<file path="src/rtl/mem_loader.sv">
// Download-stream copy engine: packs host bytes into 16-bit words and writes them through mem_copy; also does single-word readback.
// Word reaches the strobe 3 cycles after its 2nd byte; 7 cycles per write; a word completing into a full FIFO is dropped and flagged sticky.
module mem_loader #(
  parameter int WE_CYCLES  = 4,
  parameter int GAP_CYCLES = 2,
  parameter int FIFO_DEPTH = 4
) (
  input  logic        clk_ram,
  input  logic        reset_n,
  input  logic        dl_start,
  input  logic [24:0] dl_base,
  input  logic        dl_virt,
  input  logic        dl_wr,
  input  logic [7:0]  dl_data,
  input  logic        dl_end,
  input  logic        rd_req,
  input  logic [24:0] rd_addr,
  output logic [15:0] rd_data,
  output logic        rd_valid,
  output logic        dl_busy,
  output logic        dl_overflow,
  output logic        mem_copy,
  output logic        mem_copy_virt,
  output logic [24:0] mem_copy_addr,
  output logic [15:0] mem_copy_data_i,
  input  logic [15:0] mem_copy_data_o,
  output logic        mem_copy_we,
  output logic        mem_copy_rd
);

  localparam int CNT_MAX = (WE_CYCLES > GAP_CYCLES) ? WE_CYCLES : GAP_CYCLES;
  localparam int CNT_W   = $clog2(CNT_MAX + 1);
  localparam int AW      = (FIFO_DEPTH > 1) ? $clog2(FIFO_DEPTH) : 1;
  localparam int FW      = 25 + 16;

  typedef enum logic [2:0] {
    S_IDLE, S_SESS, S_SETUP, S_WRITE, S_GAP, S_RSETUP, S_READ
  } state_t;

  state_t             r_state, w_next;
  logic [CNT_W-1:0]   r_cnt;
  logic               w_we_last, w_gap_last;
  logic               w_start, w_rd_go, w_in_sess, w_accept;

  logic               r_virt, r_end_pend, r_half_vld, r_ovf;
  logic [7:0]         r_half;
  logic [24:0]        r_wr_addr;
  logic [24:0]        r_addr;
  logic [15:0]        r_data;
  logic [15:0]        r_rd_data;
  logic               r_rd_valid;

  logic               w_byte, w_end;
  logic               w_word_vld;
  logic [15:0]        w_word_dat;
  logic               w_half_vld_nxt;
  logic [7:0]         w_half_nxt;

  logic [FW-1:0]      r_fifo_mem [FIFO_DEPTH];
  logic [AW:0]        r_wp, r_rp;
  logic               w_fifo_empty, w_fifo_full, w_push, w_pop, w_drop;
  logic [FW-1:0]      w_head;

  logic               w_mem_copy, w_we, w_rd, w_virt_out;

  assign w_we_last  = (r_cnt == CNT_W'(WE_CYCLES - 1));
  assign w_gap_last = (r_cnt == CNT_W'(GAP_CYCLES - 1));
  assign w_start    = (r_state == S_IDLE) && dl_start;
  assign w_rd_go    = (r_state == S_IDLE) && rd_req && !dl_start;
  assign w_in_sess  = (r_state == S_SESS) || (r_state == S_SETUP) ||
                      (r_state == S_WRITE) || (r_state == S_GAP);
  assign w_accept   = w_in_sess && !r_end_pend;
  assign w_byte     = w_accept && dl_wr;
  assign w_end      = w_accept && dl_end;

  // Packed-word FIFO; each entry carries its own destination address so dropped words keep later addresses correct.
  assign w_fifo_empty = (r_wp == r_rp);
  assign w_fifo_full  = (r_wp[AW] != r_rp[AW]) && (r_wp[AW-1:0] == r_rp[AW-1:0]);
  assign w_push       = w_word_vld && !w_fifo_full;
  assign w_drop       = w_word_vld && w_fifo_full;
  assign w_pop        = (r_state == S_WRITE) && w_we_last && !w_fifo_empty;
  assign w_head       = r_fifo_mem[r_rp[AW-1:0]];

  always_ff @(posedge clk_ram or negedge reset_n) begin
    if (!reset_n) begin
      r_wp <= '0;
      r_rp <= '0;
    end else begin
      if (w_push) r_wp <= r_wp + 1'b1;
      if (w_pop)  r_rp <= r_rp + 1'b1;
    end
  end

  always_ff @(posedge clk_ram) begin
    if (w_push) r_fifo_mem[r_wp[AW-1:0]] <= {r_wr_addr, w_word_dat};
  end

  // Byte packer: a byte arriving together with dl_end is taken before the flush.
  always_comb begin
    w_word_vld     = 1'b0;
    w_word_dat     = {dl_data, r_half};
    w_half_vld_nxt = r_half_vld;
    w_half_nxt     = r_half;
    if (w_byte) begin
      if (r_half_vld) begin
        w_word_vld     = 1'b1;
        w_word_dat     = {dl_data, r_half};
        w_half_vld_nxt = 1'b0;
      end else if (w_end) begin
        w_word_vld     = 1'b1;
        w_word_dat     = {8'h00, dl_data};
        w_half_vld_nxt = 1'b0;
      end else begin
        w_half_vld_nxt = 1'b1;
        w_half_nxt     = dl_data;
      end
    end else if (w_end && r_half_vld) begin
      w_word_vld     = 1'b1;
      w_word_dat     = {8'h00, r_half};
      w_half_vld_nxt = 1'b0;
    end
  end

  always_ff @(posedge clk_ram or negedge reset_n) begin
    if (!reset_n) begin
      r_virt     <= 1'b0;
      r_end_pend <= 1'b0;
      r_half_vld <= 1'b0;
      r_half     <= '0;
      r_ovf      <= 1'b0;
      r_wr_addr  <= '0;
    end else if (w_start) begin
      r_virt     <= dl_virt;
      r_end_pend <= 1'b0;
      r_half_vld <= 1'b0;
      r_half     <= '0;
      r_ovf      <= 1'b0;
      r_wr_addr  <= dl_base & ~25'd1;
    end else begin
      r_half_vld <= w_half_vld_nxt;
      r_half     <= w_half_nxt;
      if (w_end)      r_end_pend <= 1'b1;
      if (w_drop)     r_ovf      <= 1'b1;
      if (w_word_vld) r_wr_addr  <= r_wr_addr + 25'd2;
    end
  end

  always_ff @(posedge clk_ram or negedge reset_n) begin
    if (!reset_n) begin
      r_state <= S_IDLE;
      r_cnt   <= '0;
    end else begin
      r_state <= w_next;
      r_cnt   <= (w_next != r_state) ? '0 : r_cnt + 1'b1;
    end
  end

  // The last GAP cycle goes straight to SETUP when a word is waiting, giving 1+WE+GAP cycles per word.
  always_comb begin
    w_next = r_state;
    case (r_state)
      S_IDLE: begin
        if (dl_start)    w_next = S_SESS;
        else if (rd_req) w_next = S_RSETUP;
      end
      S_SESS: begin
        if (!w_fifo_empty)                  w_next = S_SETUP;
        else if (r_end_pend && !r_half_vld) w_next = S_IDLE;
      end
      S_SETUP:  w_next = S_WRITE;
      S_WRITE:  if (w_we_last) w_next = S_GAP;
      S_GAP: begin
        if (w_gap_last) begin
          if (!w_fifo_empty)                  w_next = S_SETUP;
          else if (r_end_pend && !r_half_vld) w_next = S_IDLE;
          else                                w_next = S_SESS;
        end
      end
      S_RSETUP: w_next = S_READ;
      S_READ:   if (w_we_last) w_next = S_IDLE;
      default:  w_next = S_IDLE;
    endcase
  end

  always_comb begin
    w_mem_copy = (r_state != S_IDLE);
    w_we       = (r_state == S_WRITE);
    w_rd       = (r_state == S_READ);
    w_virt_out = r_virt && w_in_sess;
  end

  // Address/data are loaded on entry to SETUP/RSETUP and held through the strobe.
  always_ff @(posedge clk_ram or negedge reset_n) begin
    if (!reset_n) begin
      r_addr     <= '0;
      r_data     <= '0;
      r_rd_data  <= '0;
      r_rd_valid <= 1'b0;
    end else begin
      if (w_next == S_SETUP && r_state != S_SETUP) begin
        r_addr <= w_head[FW-1:16];
        r_data <= w_head[15:0];
      end else if (w_rd_go) begin
        r_addr <= rd_addr & ~25'd1;
      end
      r_rd_valid <= (r_state == S_READ) && w_we_last;
      if ((r_state == S_READ) && w_we_last) r_rd_data <= mem_copy_data_o;
    end
  end

  assign mem_copy        = w_mem_copy;
  assign dl_busy         = w_mem_copy;
  assign mem_copy_we     = w_we;
  assign mem_copy_rd     = w_rd;
  assign mem_copy_virt   = w_virt_out;
  assign mem_copy_addr   = r_addr;
  assign mem_copy_data_i = r_data;
  assign rd_data         = r_rd_data;
  assign rd_valid        = r_rd_valid;
  assign dl_overflow     = r_ovf;

endmodule

</file>
<file path="config.mk">
export PLATFORM = sky130hd
export DESIGN_NAME = mem_loader
export DESIGN_NICKNAME = d
export VERILOG_FILES = /design/src/rtl/mem_loader.sv
export SDC_FILE = /design/constraint.sdc
export NUM_CORES = 1
export LEC_CHECK = 0
export ABC_AREA = 1
export ABC_CLOCK_PERIOD_IN_PS = 3930
export CAP_MARGIN = 20
export CORE_UTILIZATION = 36
export DETAILED_ROUTE_END_ITERATION = 10
export SLEW_MARGIN = 20
export SYNTH_ARGS = -nofsm -noshare
export SYNTH_HDL_FRONTEND = slang
export SYNTH_SLANG_ARGS = --single-unit
</file>
<file path="constraint.sdc">
create_clock -name clk_ram -period 3.93 [get_ports clk_ram]
set_input_delay 0.786 -clock clk_ram [delete_from_list [all_inputs] [get_ports clk_ram]]
set_output_delay 0.786 -clock clk_ram [all_outputs]
set_load 0.02 [all_outputs]
</file>
==> summary.md, run 1 <==
The parity-gate share of the synthesized area counting xor and xnor cells is 0.00822. The first-pass iteration count of the detailed router is 4. The run gives 0.316 as the proportion of power drawn by combinational gates.

The worst register-to-register path begins at r_state[1]. The type of element capturing the critical path was an output port. The max-slew violation count is 0. The register-to-register path setup slack came out at 1310 ps. Once placement completed, the tool counted placed cells totaling 1699. The relative contribution of the clock network to total power was 0.246.

The final worst slack was 686 ps; the measured slew at the worst slew-check pin was 884 ps. Timing analysis after detailed placement gives a worst setup slack of 833 ps. The count of cells in the finished layout, fillers not included, comes to 1751. After detailed routing, the number of remaining DRC violations is 0.

A synthesized cell averages 10.1 µm². After the last flow step, the layout net total stands at 1384. The maximum ir drop on the vdd rail is 0.340 mV.

Max-cap violations in this run came to 0. Via count of the first global-routing pass: 8351. The run gives 0.0318 mm² as the placeable core region. The end of the worst register-to-register path is r_fifo_mem[3][7]. The flow ran to the end, and the final reports show no timing, DRC or antenna violations.

The switching portion of total power works out to 0.356. For the critical path data arrival time, the log shows 2460 ps. Timing would allow up to 0.308 GHz. Stage delay of the slowest cell on the critical path: 690 ps.

The top fanout value on the critical path was 8. The synthesized-area fraction occupied by adder cells was 0.00961; the post-synthesis sequential element count was 266. The accumulated negative setup slack came out at 0 ps. After synthesis, the largest family of logic cells by area is simple AND/OR/NAND/NOR gates. The global-route wire length before repair is 45.7 mm, and the via count normalized by instance count is 4.93. Compared with the post-synthesis result, the final layout area differs by 23.2%. The share of flip-flops with an asynchronous set or reset after synthesis is 0.398, and the count of buffers added by post-CTS timing repair for setup is 0.

The number of synthesized flops with an enable pin was 160; the power density over the cells was 696 mW/mm². The class of the most critical setup path is reg -> out. The post-detailed-route wirelength per cell works out to 16.5 µm. The count of yosys warnings during synthesis is 0. STA classifies the critical path startpoint as a flip-flop. Across all hold checks on the routed design, the worst slack comes to 360 ps. The worst clock skew on the final layout was 22.5 ps.

The run gives 3006 as the layout filler cell count. The time the worst path needs with I/O delays and setup was 3240 ps. The synthesized-area fraction occupied by ao, oa, aoi and oai cells is 0.106.

The worst reg-to-reg path cell count works out to 8. The count of mapped cells out of synthesis is 1160, and the area of the die is 0.0333 mm². The HPWL reported at the end of detailed placement came out at 18.4 mm. For the cell-internal power, the log shows 6.47 mW.

The number of buffers added to fix hold violations after cts is 0. Measured along the y axis, the die boundary spans 182 µm. The slowest stage of the critical path is the sky130_fd_sc_hd__clkdlybuf4s50_1 cell. The simple-gate portion of the synthesized area came out at 0.196.

Global-route usage over all layers: 0.176. The leading register cell type out of synthesis was sky130_fd_sc_hd__edfxtp_1. Setup repair after global routing left no endpoint under its margin. The count of nets left with antenna violations once routing finished came out at 0.

The post-place instance area was 0.0136 mm². Entering global routing, the biggest net connects 82 pins. The signal on the critical path passes through nor2_8 -> nand2_4 -> a21boi_0 -> clkdlybuf4s50_1. The number of buffer cells added on primary ports works out to 142. The worst hold-check path type is in -> async. The logs give 65 for the row count and 1 for the initial antenna violation count. Fraction of layout instances using a drive strength above 1: 0.0722. For this run the aggregate overflow at the end of global routing stands at 0. Final period utilization: 0.825. The leakage power of the design came out at 5.68 nW. After the first detailed-routing iteration, the DRC count stood at 684. The number of antenna diodes in the final layout is 0. The number of H-tree branching levels was 1; the share of cell area taken by muxes after synthesis was 0.

The switching component of the power is 3.58 mW. The run gives 0.438 as the power share of the sequential group. In this run the horizontal extent of the chip is 182 µm. The synthesized netlist occupies a cell area of 0.0117 mm².

The logs give 0.636 for the sequential area share after synthesis and 28.8 mm for the total wire length. The root buffer cell chosen for the clock tree is sky130_fd_sc_hd__clkbuf_16. TritonCTS built the clock tree.

After synthesis, the netlist uses 43 different library cells. Clock tree synthesis inserted a total of 28 buffers. Clock-pin slew was measured on the worst setup and hold paths at 60 ps. The clock latency at the later pin of the worst-skew pair is 540 ps, and the worst path required time is 3140 ps. In this run the deepest clock path goes through 3 buffers.

The run gives 0.368 as the initial cell density of the core. The library cell used most frequently in the layout, excluding fill and tap cells, is sky130_fd_sc_hd__nand2_1. The run gives 0 as the final count of hold timing violations. After routing the design area is 0.0144 mm².

The number of nets in the synthesized netlist is 1250. The run gives 0.410 as the normalized max-slew margin. Pin placement for this block handled 145 I/O pins. Routability-driven placement finished with a final weighted congestion of 0.843. Summing over every cut layer, the via total after detailed routing is 8636. The count of clock tree sinks was 266. The top cell types in the final layout, fill and taps aside, are sky130_fd_sc_hd__nand2_1, sky130_fd_sc_hd__nor2_1, sky130_fd_sc_hd__edfxtp_1. The number of gates given a new drive strength after cts is 0, and the count of final setup violators is 0.
==> per-stage QoR <==
stage | total power [mW] | util
3_5_place_dp | 7.66 | 0.427
3_3_place_gp | 7.59 | 0.427
5_1_grt | 10.7 | 0.454
2_1_floorplan | 6.34 | -
6_report | 10.0 | 0.454
4_1_cts | 10.1 | 0.454
==> cell families after synthesis <==
group / Yosys count
and+or+nand+nor: 550
adders and majority gates: 9
DFF: 266
AOI/OAI and AO/OA: 210
buffers and inverters: 114
xor gates and xnor gates: 11
==> synth_stat cells (6+ instances only) <==
library cell               count  share of area
sky130_fd_sc_hd__nand3_1      59          0.025
sky130_fd_sc_hd__ha_1          9         0.0096
sky130_fd_sc_hd__o21ai_1      10         0.0043
sky130_fd_sc_hd__o21a_1       10         0.0064
sky130_fd_sc_hd__clkbuf_1     22         0.0070
sky130_fd_sc_hd__o21ai_2       8         0.0060
sky130_fd_sc_hd__dfrtp_1     106           0.23
sky130_fd_sc_hd__o211ai_1     15         0.0096
sky130_fd_sc_hd__buf_2        21         0.0090
sky130_fd_sc_hd__buf_4         8         0.0051
sky130_fd_sc_hd__nor2_1      190          0.061
sky130_fd_sc_hd__edfxtp_1    160           0.41
sky130_fd_sc_hd__or2_2         6         0.0032
sky130_fd_sc_hd__a31oi_1      17         0.0091
sky130_fd_sc_hd__o21ai_0     115          0.049
sky130_fd_sc_hd__or2_1         8         0.0043
sky130_fd_sc_hd__xor2_1        9         0.0067
sky130_fd_sc_hd__inv_1        52          0.017
sky130_fd_sc_hd__o22a_1       10         0.0075
sky130_fd_sc_hd__nand2_1     261          0.084
sky130_fd_sc_hd__o22ai_1      14         0.0075
==> final cells by class <==
type / instances / area, µm² / area share
sequential: 266 / 7460 / 0.517
multi-input combinational: 780 / 3780 / 0.262
timing repair buffer: 160 / 1580 / 0.109
clock buffer: 39 / 763 / 0.0529
tap: 435 / 544 / 0.0377
inverter: 58 / 223 / 0.0154
clock inverter: 13 / 92.6 / 0.00641
==> flip-flops by register name, indices dropped and copies added, names as in the netlist, 3 cells and up <==
signal and count:
r_wp 3, mem_copy_data_i 16, r_fifo_mem 160, r_wr_addr 24, mem_copy_addr 25, r_half 8
rd_data 16, r_rp 3, r_state 3, r_cnt 3
==> power by group through the flow <==
| stage | Clock (mW) | Sequential [mW] | Combinational (mW) |
|---|---|---|---|
| after CTS | 2.53 | 4.40 | 3.22 |
| after detailed placement | 0 | 4.45 | 3.21 |
| after floorplan | 0 | 4.49 | 1.84 |
| after global placement | 0 | 4.43 | 3.16 |
| after global routing | 2.64 | 4.48 | 3.55 |
| final | 2.47 | 4.40 | 3.18 |
==> critical path: cells and delay by family (launching register included) <==
family	cells	cell delay, ps
buffers and inverters	1	690
flip-flops	1	510
AO/OA/AOI/OAI	1	400
AND/OR/NAND/NOR	2	300
==> how the worst max path moves through the flow <==
stage / startpoint / slack (ps) / to / depth (start not counted)
final: r_state[1] / 690 / mem_copy_virt / 4
after global routing: r_state[1] / 640 / mem_copy_virt / 4
after CTS: r_state[1] / 640 / mem_copy_virt / 4
after detailed placement: dl_end / 830 / r_fifo_mem[3][21] / 6
after global placement: dl_end / 860 / r_fifo_mem[3][21] / 6
after floorplan: r_state[1] / 500 / r_fifo_mem[0][0] / 8
==> routing by layer <==
layer	vias to the layer above	GRT usage	share of wire
li1	4218	-	-
met1	4154	0.255	0.48
met2	232	0.279	0.45
met3	32	0.0241	0.056
met4	0	0.0417	0.016
met5	-	0	0
No activity file was read; power rests on OpenSTA's default activity.
==> run 2: changes to the inputs <==
Settings changed: ABC_CLOCK_PERIOD_IN_PS 3930 to 2720.
Clock period 3.93 ns to 2.72 ns, I/O delays scaled along.
==> run 2 against run 1 <==
Via count grew 0.27%. Clock skew shrank 11 ps. Critical path depth shrank 1. Critical path type unchanged.
==> summary.md, run 2 (same netlist as run 1, synthesis figures left out) <==
Leaving out fill and tap cells, the most frequent cells in the layout are sky130_fd_sc_hd__nand2_1, sky130_fd_sc_hd__nor2_1, sky130_fd_sc_hd__edfxtp_1. The run gives 5 (+1) as the first-pass iteration count of the detailed router. The measured slew at the worst slew-check pin was 852 ps (-31.5 ps); the layout filler cell count was 2896 (-3.7%). The class of the most critical setup path was reg -> out. The tools report the initial cell density of the core as 0.368 (unchanged). The maximum ir drop on the vdd rail is 0.516 mV (+52%), and the buffering stage count on the worst path with inverters included is 2 (+1).

The clock transition at the registers of the reported paths was 60 ps (about the same); the post-detailed-route wirelength per cell was 16.0 µm (-2.6%). The total grt overflow was 0 (unchanged); the stage delay of the slowest cell on the critical path was 610 ps (-80 ps). The leakage power of the design is 5.84 nW (+2.8%), and the time the worst path needs with I/O delays and setup is 2590 ps. Row count: 65 (unchanged).

met2 is the most crowded layer. End-of-flow core utilization: 0.463 (+0.00921). The tools report the element type at the critical path start as a flip-flop. The vertical die dimension came out at 182 µm (unchanged). The run gives 0 (unchanged) as the count of buffers added by post-CTS timing repair for setup. The type of element capturing the critical path was an output port. The total via count after detailed routing came out at 8659 (+0.27%).

The run gives 132 ps (-554 ps) as the final worst slack. The largest net degree at the start of global routing is 82 (unchanged), and the number of max-cap violations is 0 (unchanged). The tools report the worst slack at placement as 123 ps (-710 ps). The total power draw is 15.0 mW (+49%), and the layout-stage area growth over the synthesis result is 25.7%. Setup repair after global routing left no endpoint under its margin. For the accumulated negative setup slack, the log shows 0 ps (unchanged).

The cell sitting at the root of the clock tree is a sky130_fd_sc_hd__clkbuf_16. The signal on the critical path passes through nand3_1 -> inv_1 -> clkdlybuf4s50_1. The HPWL reported at the end of detailed placement was 18.4 mm (about the same). Derived from the worst setup path, the maximum achievable clock frequency is 0.386 GHz. For the placeable core region, the log shows 0.0318 mm² (unchanged). The run gives 45.0 mm (-1.5%) as the global-route wire length before repair.

The initial antenna violation count came out at 1 (unchanged). Among cell families on the critical path, the largest total delay comes from buffers and inverters. The count of clock tree sinks was 266 (unchanged); the number of H-tree branching levels was 1 (unchanged).

The worst slack on hold paths came out at 468 ps (+109 ps). The number of antenna diodes was 0 (unchanged). Count of final setup violators: 0 (unchanged). TritonCTS built the clock tree. The worst path required time was 2180 ps (-960 ps). The clock latency at the later pin of the worst-skew pair was 540 ps (about the same).

The number of flip-flops in the largest register is 160 (unchanged), and the number of buffer cells added on primary ports is 142 (unchanged). For the max-slew violation count, the log shows 0 (unchanged). The total I/O pin count is 145 (unchanged).

Top fanout value on the critical path: 8 (unchanged). The number of DRC markers in iteration 0 came out at 477 (-30%). The tools report the routability congestion estimate from global placement as 0.845 (+0.27%). For the met1 track utilization from global routing, the log shows 0.239 (-0.0157). The tools report the worst clock skew on the final layout as 11.2 ps (-11.3 ps).

The final period utilization was 0.951; the via count of the first global-routing pass was 8442 (+1.1%). The run finished with clean final reports. The tools report the global-route usage over all layers as 0.171 (-0.00470).

The fraction of layout instances using a drive strength above 1 is 0.0855 (+0.0133). The library cell contributing the largest single delay on the critical path was sky130_fd_sc_hd__clkdlybuf4s50_1. The via count normalized by instance count works out to 4.90 (-0.70%).

The library cell used most frequently in the layout, excluding fill and tap cells, is sky130_fd_sc_hd__nand2_1. The area of the die came out at 0.0333 mm² (unchanged). The final count of hold timing violations is 0 (unchanged). The tools report the met3 capacity usage during global routing as 0.0251 (+0.000998). The post-layout net count was 1401 (+1.2%). The normalized max-slew margin is 0.432 (+0.0218). The logs give 0 (unchanged) for the DRC violations left and 0.279 (unchanged) for the global-route track usage on met2. The tools report the remaining antenna violation count as 0 (unchanged).

The logs give 3 (unchanged) for the clock tree buffer depth and 2040 ps (-420 ps) for the critical path data arrival time. The power density over the cells came out at 1020 mW/mm² (+46%). The CTS buffer count is 29 (+3.6%). The worst hold-check path type is reg -> reg. The die outline width is 182 µm (unchanged), and the total wire length is 28.3 mm (-1.7%).
[run 2: cell count changes in the layout (fill, tap and decap cells not counted), sizes merged]
| cell | change |
|---|---|
| inv | +1 |
| clkbuf | -3 |
| bufinv | +3 |
| dlymetal6s2s | +1 |
| dlygate4sd3 | +1 |
| clkinvlp | +1 |
| clkdlybuf4s50 | -2 |
| dlygate4sd2 | +1 |
| buf | +15 |
| clkinv | -1 |
[run 2: worst paths after layout]
check,cells after the start,start,slack [ps],to
worst max-delay path,3,r_state[1],130,mem_copy_rd
worst min-delay path,2,rd_data[15],470,rd_data[15]
worst max register to register,8,r_state[1],320,r_fifo_mem[0][7]
worst min register to register,2,rd_data[15],470,rd_data[15]
max in group asynchronous,3,reset_n,1470,r_wr_addr[19]
min in group asynchronous,2,reset_n,510,mem_copy_addr[3]
[run 2: report_power, final]
part | switching (mW) | leakage, nW | internal, mW | total, mW
combinational | 2.79 | 2.60 | 1.92 | 4.71
sequential | 0.837 | 2.77 | 5.47 | 6.31
clock | 1.57 | 0.470 | 2.41 | 3.98
[run 2: cell type report]
cell class	instances	area, µm²	share of cell area
sequential	266	7460	0.506
multi-input combinational	780	3780	0.256
timing repair buffer	176	1750	0.119
clock buffer	36	782	0.0531
tap	435	544	0.0369
inverter	58	223	0.0151
clock inverter	17	193	0.0131
[run 2: layer usage]
layer  vias up  routed length [µm]
met5         -                   0
met4         0                 434
met3        31                1730
met2       235               13200
met1      4145               12900
li1       4248                   -
[run 2: repair_timing]
item / 4_1_cts / 5_1_grt
resized for setup: 1 / 1
hold buffers: 1 / 0
endpoints found under the hold margin: 25 / 0
setup endpoints to repair: 1 / 1
[run 2: worst min-delay path: cells and delay by family, from the launching register on]
kind             cells  cell delay, ps
and+or+nand+nor      2             100
DFF                  1             340
[run 2: metrics by stage]
stage	area [µm²]	cells
6_report	14700	1768
5_1_grt	14700	1768
4_1_cts	14700	1768
3_5_place_dp	13700	1714
3_3_place_gp	13700	1714
2_1_floorplan	11700	1160
